`config.mk`:
```
export PLATFORM = sky130hd
export DESIGN_NAME = sample_packetizer_flat
export DESIGN_NICKNAME = d
export VERILOG_FILES = /design/src/rtl/sample_packetizer_if.sv /design/src/rtl/sample_packetizer.sv /design/src/flat_wrapper.sv
export SDC_FILE = /design/constraint.sdc
export NUM_CORES = 1
export LEC_CHECK = 0
export CELL_PAD_IN_SITES_DETAIL_PLACEMENT = 0
export CELL_PAD_IN_SITES_GLOBAL_PLACEMENT = 1
export CORE_UTILIZATION = 58
export CTS_CLUSTER_DIAMETER = 120
export DETAILED_ROUTE_END_ITERATION = 12
export GPL_TIMING_DRIVEN = 0
export PLACE_DENSITY_LB_ADDON = 0.12
export SLEW_MARGIN = 20
export SYNTH_ARGS = -nofsm -noshare
export SYNTH_HDL_FRONTEND = slang
export SYNTH_SLANG_ARGS = --single-unit
```
`constraint.sdc`:
```
create_clock -name clk -period 4.6 [get_ports clk]
set_input_delay 0.69 -clock clk [delete_from_list [all_inputs] [get_ports clk]]
set_output_delay 0.69 -clock clk [all_outputs]
set_load 0.03 [all_outputs]
```
`src/rtl/sample_packetizer_if.sv`:
```
// rtl/sample_packetizer_if.sv - sample input and framed byte output bundle for sample_packetizer
interface sample_packetizer_if #(
    parameter int DATA_WIDTH = 8
);
    logic                         valid_in;
    logic signed [DATA_WIDTH-1:0] data_in;
    logic                         out_ready;
    logic                         out_valid;
    logic        [DATA_WIDTH-1:0] out_data;
    logic                         out_last;
    logic        [7:0]            drop_count;

    // packetizer side
    modport master (
        input  valid_in,
        input  data_in,
        input  out_ready,
        output out_valid,
        output out_data,
        output out_last,
        output drop_count
    );

    // sample source / byte sink side
    modport slave (
        output valid_in,
        output data_in,
        output out_ready,
        input  out_valid,
        input  out_data,
        input  out_last,
        input  drop_count
    );
endinterface

```
`src/rtl/sample_packetizer.sv`:
```
// rtl/sample_packetizer.sv - buffers samples and emits sync/seq/payload/xor-checksum byte frames
module sample_packetizer #(
    parameter int          DATA_WIDTH = 8,
    parameter int          FRAME_LEN  = 16,
    parameter int          FIFO_DEPTH = 32,
    parameter logic [7:0]  SYNC_BYTE  = 8'hA5
) (
    input  logic                clk,
    input  logic                rst,
    sample_packetizer_if.master bus
);
    localparam int AW = $clog2(FIFO_DEPTH);
    localparam int CW = AW + 1;
    localparam int PW = (FRAME_LEN > 2) ? $clog2(FRAME_LEN) : 1;
    localparam logic [CW-1:0] DEPTH_C    = CW'(FIFO_DEPTH);
    localparam logic [CW-1:0] FRAME_C    = CW'(FRAME_LEN);
    localparam logic [PW-1:0] PAY_LAST_C = PW'(FRAME_LEN - 1);

    typedef enum logic [2:0] {IDLE, HDR, SEQ, PAY, CHK} state_t;

    state_t                state_q, state_d;
    logic [DATA_WIDTH-1:0] mem [FIFO_DEPTH];
    logic [AW-1:0]         wr_ptr_q, wr_ptr_d, rd_ptr_q, rd_ptr_d, rd_next;
    logic [CW-1:0]         count_q, count_d;
    logic [PW-1:0]         pay_cnt_q, pay_cnt_d;
    logic [7:0]            seq_q, seq_d, drop_q, drop_d;
    logic [DATA_WIDTH-1:0] chk_q, chk_d, out_data_q, out_data_d;
    logic                  out_valid_q, out_valid_d, out_last_q, out_last_d;
    logic                  hs, push, pop;

    assign hs      = out_valid_q & bus.out_ready;
    assign rd_next = rd_ptr_q + AW'(1);

    // Frame sequencing: the output register is loaded with the byte for the state being entered
    always_comb begin
        state_d     = state_q;
        pay_cnt_d   = pay_cnt_q;
        seq_d       = seq_q;
        chk_d       = chk_q;
        out_valid_d = out_valid_q;
        out_data_d  = out_data_q;
        out_last_d  = out_last_q;
        pop         = 1'b0;
        unique case (state_q)
            IDLE: begin
                if (count_q >= FRAME_C) begin
                    state_d     = HDR;
                    out_valid_d = 1'b1;
                    out_data_d  = DATA_WIDTH'(SYNC_BYTE);
                    chk_d       = '0;
                end
            end
            HDR: begin
                if (hs) begin
                    state_d    = SEQ;
                    out_data_d = DATA_WIDTH'(seq_q);
                end
            end
            SEQ: begin
                if (hs) begin
                    state_d    = PAY;
                    pay_cnt_d  = '0;
                    out_data_d = mem[rd_ptr_q];
                end
            end
            PAY: begin
                if (hs) begin
                    pop   = 1'b1;
                    chk_d = chk_q ^ out_data_q;
                    if (pay_cnt_q == PAY_LAST_C) begin
                        state_d    = CHK;
                        out_data_d = chk_q ^ out_data_q;
                        out_last_d = 1'b1;
                    end else begin
                        pay_cnt_d  = pay_cnt_q + PW'(1);
                        out_data_d = mem[rd_next];
                    end
                end
            end
            CHK: begin
                if (hs) begin
                    seq_d      = seq_q + 8'd1;
                    out_last_d = 1'b0;
                    if (count_q >= FRAME_C) begin
                        state_d    = HDR;
                        out_data_d = DATA_WIDTH'(SYNC_BYTE);
                        chk_d      = '0;
                    end else begin
                        state_d     = IDLE;
                        out_valid_d = 1'b0;
                        out_data_d  = '0;
                    end
                end
            end
            default: state_d = IDLE;
        endcase
    end

    // FIFO bookkeeping: a pop frees a slot for a same-cycle push when full
    always_comb begin
        push     = bus.valid_in & ((count_q < DEPTH_C) | pop);
        wr_ptr_d = push ? wr_ptr_q + AW'(1) : wr_ptr_q;
        rd_ptr_d = pop  ? rd_next           : rd_ptr_q;
        count_d  = count_q;
        if (push && !pop) count_d = count_q + CW'(1);
        if (pop && !push) count_d = count_q - CW'(1);
        drop_d = drop_q;
        if (bus.valid_in && !push && drop_q != 8'hFF) drop_d = drop_q + 8'd1;
    end

    // Sample storage, no reset needed since occupancy is tracked separately
    always_ff @(posedge clk) begin
        if (push) mem[wr_ptr_q] <= bus.data_in;
    end

    // State and output registers
    always_ff @(posedge clk or posedge rst) begin
        if (rst) begin
            state_q     <= IDLE;
            wr_ptr_q    <= '0;
            rd_ptr_q    <= '0;
            count_q     <= '0;
            pay_cnt_q   <= '0;
            seq_q       <= '0;
            chk_q       <= '0;
            drop_q      <= '0;
            out_valid_q <= 1'b0;
            out_data_q  <= '0;
            out_last_q  <= 1'b0;
        end else begin
            state_q     <= state_d;
            wr_ptr_q    <= wr_ptr_d;
            rd_ptr_q    <= rd_ptr_d;
            count_q     <= count_d;
            pay_cnt_q   <= pay_cnt_d;
            seq_q       <= seq_d;
            chk_q       <= chk_d;
            drop_q      <= drop_d;
            out_valid_q <= out_valid_d;
            out_data_q  <= out_data_d;
            out_last_q  <= out_last_d;
        end
    end

    assign bus.out_valid  = out_valid_q;
    assign bus.out_data   = out_data_q;
    assign bus.out_last   = out_last_q;
    assign bus.drop_count = drop_q;
endmodule
```
`src/flat_wrapper.sv`:
```
// flat-port wrapper written by rule: the top's interface ports become plain ports
module sample_packetizer_flat 
#(
    parameter int          DATA_WIDTH = 8,
    parameter int          FRAME_LEN  = 16,
    parameter int          FIFO_DEPTH = 32,
    parameter logic [7:0]  SYNC_BYTE  = 8'hA5
)
  (clk, rst, bus_valid_in, bus_data_in, bus_out_ready, bus_out_valid, bus_out_data, bus_out_last, bus_drop_count);
  sample_packetizer_if #(.DATA_WIDTH(DATA_WIDTH)) bus_i ();
  input  logic clk;
  input  logic rst;
  input wire logic [$bits(bus_i.valid_in)-1:0] bus_valid_in;
  input wire logic [$bits(bus_i.data_in)-1:0] bus_data_in;
  input wire logic [$bits(bus_i.out_ready)-1:0] bus_out_ready;
  output wire logic [$bits(bus_i.out_valid)-1:0] bus_out_valid;
  output wire logic [$bits(bus_i.out_data)-1:0] bus_out_data;
  output wire logic [$bits(bus_i.out_last)-1:0] bus_out_last;
  output wire logic [$bits(bus_i.drop_count)-1:0] bus_drop_count;
  assign bus_i.valid_in = bus_valid_in;
  assign bus_i.data_in = bus_data_in;
  assign bus_i.out_ready = bus_out_ready;
  assign bus_out_valid = bus_i.out_valid;
  assign bus_out_data = bus_i.out_data;
  assign bus_out_last = bus_i.out_last;
  assign bus_drop_count = bus_i.drop_count;
  sample_packetizer #(.DATA_WIDTH(DATA_WIDTH), .FRAME_LEN(FRAME_LEN), .FIFO_DEPTH(FIFO_DEPTH), .SYNC_BYTE(SYNC_BYTE)) u_core (.clk(clk), .rst(rst), .bus(bus_i));
endmodule
```
==> flow_summary.yaml, run 1 <==
sta:
  max_freq_mhz: 269
  drv_slew: 0
  final.setup.tns_ns: 0
  fin_worst_skew_ns: 0.0236
  tightest_slew_ns: 1.12
  period_minus_slack_ns: 3.72
  setup_violations: 0
  rsz0062_at_grt: "false"
  max-slew-margin-rel: 0.253
  min_period_over_period: 0.808
  hold_viol: 0
synthesis:
  synth-edff-count: 256
  synth_cell_type_count: 61
  synthTopCellsByCount: "edfxtp_1 (256), mux4_2 (139), nand2_1 (69), nor2_1 (65), dfrtp_1 (57)"
  netlist_instances: 922
  ys_ff_latch: 313
  synth_xor_area_frac: 0.0265
  yosysTopAreaCell: "edfxtp_1"
  synth-seq-area-share: 0.602
  yosysMostFrequentCell: "edfxtp_1"
  synth_area_um2: 15100
  postSynthAreaPerCell_um2: 16.4
  synth_nets: 945
  synthMuxAreaShare: 0.232
  yosys.area_share.simple: 0.0641
  post-synth-top-area-fraction: 0.508
  synth_area_leaders: "edfxtp_1 (51%), mux4_2 (21%), dfrtp_1 (9.4%), mux2i_1 (1.7%), nand2_1 (1.7%)"
  async_reset_ff_frac: 0.182
  synth_compound_area_frac: 0.0438
  ys_warn_count: 0
  synth_ff_type: "edfxtp_1"
  synth_top_family_by_area: "multiplexers"
  synth_adder_area_share: 0.00910
worst_setup_path:
  crit_path_max_fanout: 11
  worstPathArrival_ns: 4.15
  r2r_slack_ns: 0.91
  r2r_cells: 8
  path_class: "in2reg"
  endpoint_kind: "register"
  reg2reg_from: "u_core.rd_ptr_q[0]"
  required_ns: 5.03
  critPathLaunchType: "input pin"
  r2r-end: "u_core.bus.out_data[6]"
clock_network:
  cts_resized: 0
  clk_pin_slew_ns: 0.06
  cts_made_buffers: 34
  cts_tree: "done"
  clockBufferDepth: 3
  clk_latency_ns: 0.53
  postCtsSetupRepairBufs: 0
  clock_sinks: 313
  clockRootBuffer: "clkbuf_16"
  holdBufCountCts: 0
  cts_max_level: 2
grt:
  grt_max_degree: 58
  grt_pass1_vias: 9529
  grt_first_pass_wirelength_um: 62300
  gr-total-overflow: 0
  grt_use_total: 0.330
  grt_antenna_before_repair: 0
power_and_ir_drop:
  power_density_nw_per_um2: 392
  ir_drop_v: 0.000355
  leakagePower_nw: 5.66
routing:
  routed_wl_um: 41900
  drt-initial-drc-count: 1418
  vias: 9545
  drcViolationCount: 0
  viasPerCell: 7.11
  firstDrtPassIters: 5
  post_drt_wl_per_cell_um: 31.2
  ant_nets: 0
run:
  cap_viol_max_count: 0
finish:
  syn_to_final_growth_pct: 11.5
  nNetsFinal: 1010
  fin_area_um2: 16900
  drive_above_1_share: 0.238
  diodes: 0
floorplan:
  die_w_um: 164
  pin_count: 30
  initial_utilization: 0.596
  fp-row-count: 58
  die-height_um: 164
  dieArea_um2: 26700
  core_um2: 25400
place:
  dp_hpwl_um: 28900
  port_buffers: 29
  placed_cell_area_um2: 15800
  gp_congestion: 0.895
hold_path:
  hold_end: "u_core.bus.drop_count[5]"
  hold_path_depth: 1
  min_path_type: "reg2reg"
  hp-start: "u_core.bus.drop_count[5]"
status:
  status: "finished, final reports clean"
## where the power goes
group	switching [mW]	total, mW	internal [mW]
logic	0.402	0.617	0.215
registers	0.118	3.38	3.26
clock network	1.11	2.61	1.50
total	1.63	6.60	4.97
## cell families after synthesis
group / count (synthesis)
compound gates: 103
xor+xnor: 45
fa+ha+maj: 11
buf+inv: 68
flops: 313
mux: 176
simple gates: 206
## layer usage
metal  part of all wire  vias up  GRT usage
li1                   -     3833          -
met1               0.38     4933      0.462
met2               0.47      681      0.512
met3               0.11       98     0.0772
met4              0.036        0      0.120
met5                  0        -          0
## per-stage QoR
step	std cells	power [mW]	hold slack (ns)	worst slack (ns)	utilization
finish	1343	6.60	0.500	0.882	0.664
detailed placement	1281	4.04	0.475	0.410	0.623
floorplan	922	3.78	0.446	1.53	-
global route	1343	6.79	0.514	0.552	0.664
CTS	1343	6.61	0.493	0.910	0.665
global placement	1281	4.00	0.483	0.502	0.623
## worst max-delay path: stages
cell	delay, ns
clkdlybuf4s50_1	0.50
and2_1	0.24
nand2_1	0.23
inv_1	0.15
clkbuf_1	0.51
ha_1	0.30
clkbuf_1	0.38
o22ai_1	0.17
a221o_1	0.33
a211o_1	0.32
a21oi_1	0.16
xor2_1	0.15
## layout by cell type (no fill, tap or decap), types with 4 or more instances in the layout
master / synthesis / final
a211oi_1: 8 / 8
a21oi_1: 12 / 12
a221o_1: 5 / 5
and2_1: 5 / 5
and3_1: 5 / 5
and4_1: 5 / 5
buf_2: 23 / 30
buf_4: 8 / 8
clkbuf_1: 20 / 31
clkbuf_16: 0 / 35
clkdlybuf4s50_1: 0 / 22
clkinv_1: 1 / 8
dfrtp_1: 57 / 57
edfxtp_1: 256 / 256
ha_1: 11 / 11
inv_1: 10 / 9
mux2_1: 4 / 4
mux2_2: 7 / 7
mux2i_1: 26 / 26
mux4_2: 139 / 139
nand2_1: 69 / 69
nand2b_1: 4 / 4
nand3_1: 15 / 15
nand3b_1: 4 / 4
nand4_1: 8 / 8
nor2_1: 65 / 65
nor2b_1: 5 / 5
nor3_1: 6 / 6
o211ai_1: 4 / 4
o21ai_0: 37 / 37
o21ai_1: 6 / 6
o22ai_1: 4 / 4
xnor2_1: 20 / 19
xor2_1: 24 / 24
## final cells by class
type	instances	area, um2
multi-input cells	541	5690
plain buffers	56	284
clock buffers	48	945
fillers	1771	8540
clock inverters	14	111
flip-flops and latches	313	9110
inverters	12	47.5
well taps	330	413
repair buffers	29	255
## worst max-delay path by stage
stage / endpoint / depth (start not counted) / startpoint / slack (ns)
global route: u_core.count_q[4] / 15 / bus_out_ready / 0.55
floorplan: u_core.count_q[4] / 14 / bus_out_ready / 1.53
finish: u_core.count_q[5] / 12 / bus_out_ready / 0.88
global placement: u_core.count_q[4] / 15 / bus_out_ready / 0.50
CTS: u_core.count_q[4] / 15 / bus_out_ready / 0.91
detailed placement: u_core.count_q[4] / 15 / bus_out_ready / 0.41
## state kept, by name (all words and copies together), names as in the netlist
register / cells
u_core.bus.out_last: 1
u_core.rd_ptr_q: 5
u_core.seq_q: 8
u_core.count_q: 6
u_core.chk_q: 8
u_core.pay_cnt_q: 4
u_core.bus.out_valid: 1
u_core.wr_ptr_q: 5
u_core.state_q: 3
u_core.mem: 256
u_core.bus.drop_count: 8
u_core.bus.out_data: 8
(Power assumes the default switching activity.)
==> run 2: changes to the inputs <==
Settings changed: CORE_UTILIZATION 58 to 54.
Clock period 4.6 ns to 3.68 ns, I/O delays scaled along.
==> flow_summary.yaml, run 2 (synthesis gave the netlist of run 1 again) <==
status:
  status: "finished, final reports clean"
finish:
  largest_register_ffs: 256
  multi_input_area_um2: 5700
  fin_area_um2: 17000
  nNetsFinal: 1013
  final_cell_mix: "edfxtp_1 (256), mux4_2 (139), nand2_1 (68)"
  n_fill_cell: 2047
  seq_area_um2: 9110
  syn_to_final_growth_pct: 12.3
  layout_commonest_cell: "edfxtp_1"
  diodes: 0
  largest_register: "u_core.mem"
  stdcell_count: 1388
  drive_above_1_share: 0.247
power_and_ir_drop:
  ir_drop_v: 0.000340
  p_switching_mw: 2.04
  leakagePower_nw: 5.70
  power_density_nw_per_um2: 490
  clkPwrFrac: 0.401
  combPwrFrac: 0.093
  seq_power_share: 0.506
  p_int_mw: 6.28
  sw_frac_of_total: 0.245
  power_mw: 8.32
routing:
  ant_nets: 0
  viasPerCell: 6.69
  post_drt_wl_per_cell_um: 30.0
  vias: 9286
  drcViolationCount: 0
  firstDrtPassIters: 6
  routed_wl_um: 41600
  drt-initial-drc-count: 1074
run:
  cap_viol_max_count: 0
clock_network:
  clockBufferDepth: 3
  clk_latency_ns: 0.53
  clock_sinks: 313
  cts_max_level: 2
  clk_pin_slew_ns: 0.06
  cts_made_buffers: 35
  clockRootBuffer: "clkbuf_16"
  cts_tree: "done"
grt:
  grt_pass1_vias: 9205
  gr-total-overflow: 0
  grt_first_pass_wirelength_um: 61400
  grt_antenna_before_repair: 0
  grt_use_total: 0.305
  grt_max_degree: 50
worst_setup_path:
  required_ns: 4.09
  crit_path_max_fanout: 10
  critPathLaunchType: "register"
  path_class: "reg2reg"
  endpoint_kind: "register"
  worstPathArrival_ns: 4.01
  reg2reg_from: "u_core.rd_ptr_q[0]"
  crit_start: "u_core.rd_ptr_q[0]"
sta:
  hold_viol: 0
  drv_slew: 0
  setup_violations: 0
  max_freq_mhz: 278
  fin_worst_skew_ns: 0.0134
  period_minus_slack_ns: 3.60
  max-slew-margin-rel: 0.256
  holdWs_ns: 0.289
  min_period_over_period: 0.979
  rsz0062_at_grt: "false"
  final.setup.tns_ns: 0
  tightest_slew_ns: 1.11
floorplan:
  dieArea_um2: 28700
  die-height_um: 169
  fp-row-count: 60
  pin_count: 30
  core_um2: 27300
  initial_utilization: 0.555
  die_w_um: 169
place:
  port_buffers: 29
  placed_cell_area_um2: 15900
  dp_hpwl_um: 28500
  dp.cells: 1324
  gp_congestion: 0.878
hold_path:
  min_path_type: "in2async"
[run 2: per-stage QoR]
step,setup slack [ns],util
floorplan,0.703,-
global placement,-0.742,0.583
detailed placement,-0.748,0.584
CTS,0.0478,0.623
global route,0.0392,0.623
finish,0.0787,0.623
[run 2: final cells by class]
type                       count  area share
buffer                        55      0.0166
multi-input combinational    541       0.336
clock inverter                13     0.00788
timing repair buffer          32      0.0172
clock buffer                  50      0.0555
inverter                      12     0.00302
tap                          372      0.0274
sequential                   313       0.537
[run 2: final timing paths]
path                            slack [ns]  cells past startpoint                      to
worst min-delay path                  0.29                      2       u_core.count_q[2]
min in group clk                      0.48                      1         u_core.seq_q[7]
max in group asynchronous             2.88                      3         u_core.seq_q[0]
worst max register to register        0.08                      8  u_core.bus.out_data[5]
worst max-delay path                  0.08                      8  u_core.bus.out_data[5]
worst min register to register        0.48                      1         u_core.seq_q[7]
[run 2: timing repair]
item                                    CTS  global route
hold buffers                              0             0
pin swaps                                 0             1
endpoints found under the setup margin  202             4
setup buffers                             0             2
gates resized for setup                   2             6
[run 2: power by group through the flow]
stage	clock network (mW)	registers, mW	logic (mW)
final	3.34	4.21	0.770
after global routing	3.50	4.23	0.835
after CTS	3.37	4.21	0.771
after detailed placement	0	4.28	0.764
after global placement	0	4.27	0.744
after floorplan	0	4.25	0.473
[run 2: per-layer routing]
metal / part of all wire / global-route usage / vias up
met5: 0 / 0 / -
met4: 0.040 / 0.120 / 0
met3: 0.11 / 0.0751 / 79
met2: 0.45 / 0.458 / 549
met1: 0.40 / 0.433 / 4816
li1: - / - / 3842
[run 2: worst max-delay path: stages (launching register included)]
cell,delay [ns]
dfrtp_1,0.39
ha_1,0.27
buf_2,0.36
clkbuf_1,0.83
mux4_2,0.49
mux4_2,0.56
mux2i_1,0.20
nor2_1,0.08
o32a_1,0.29
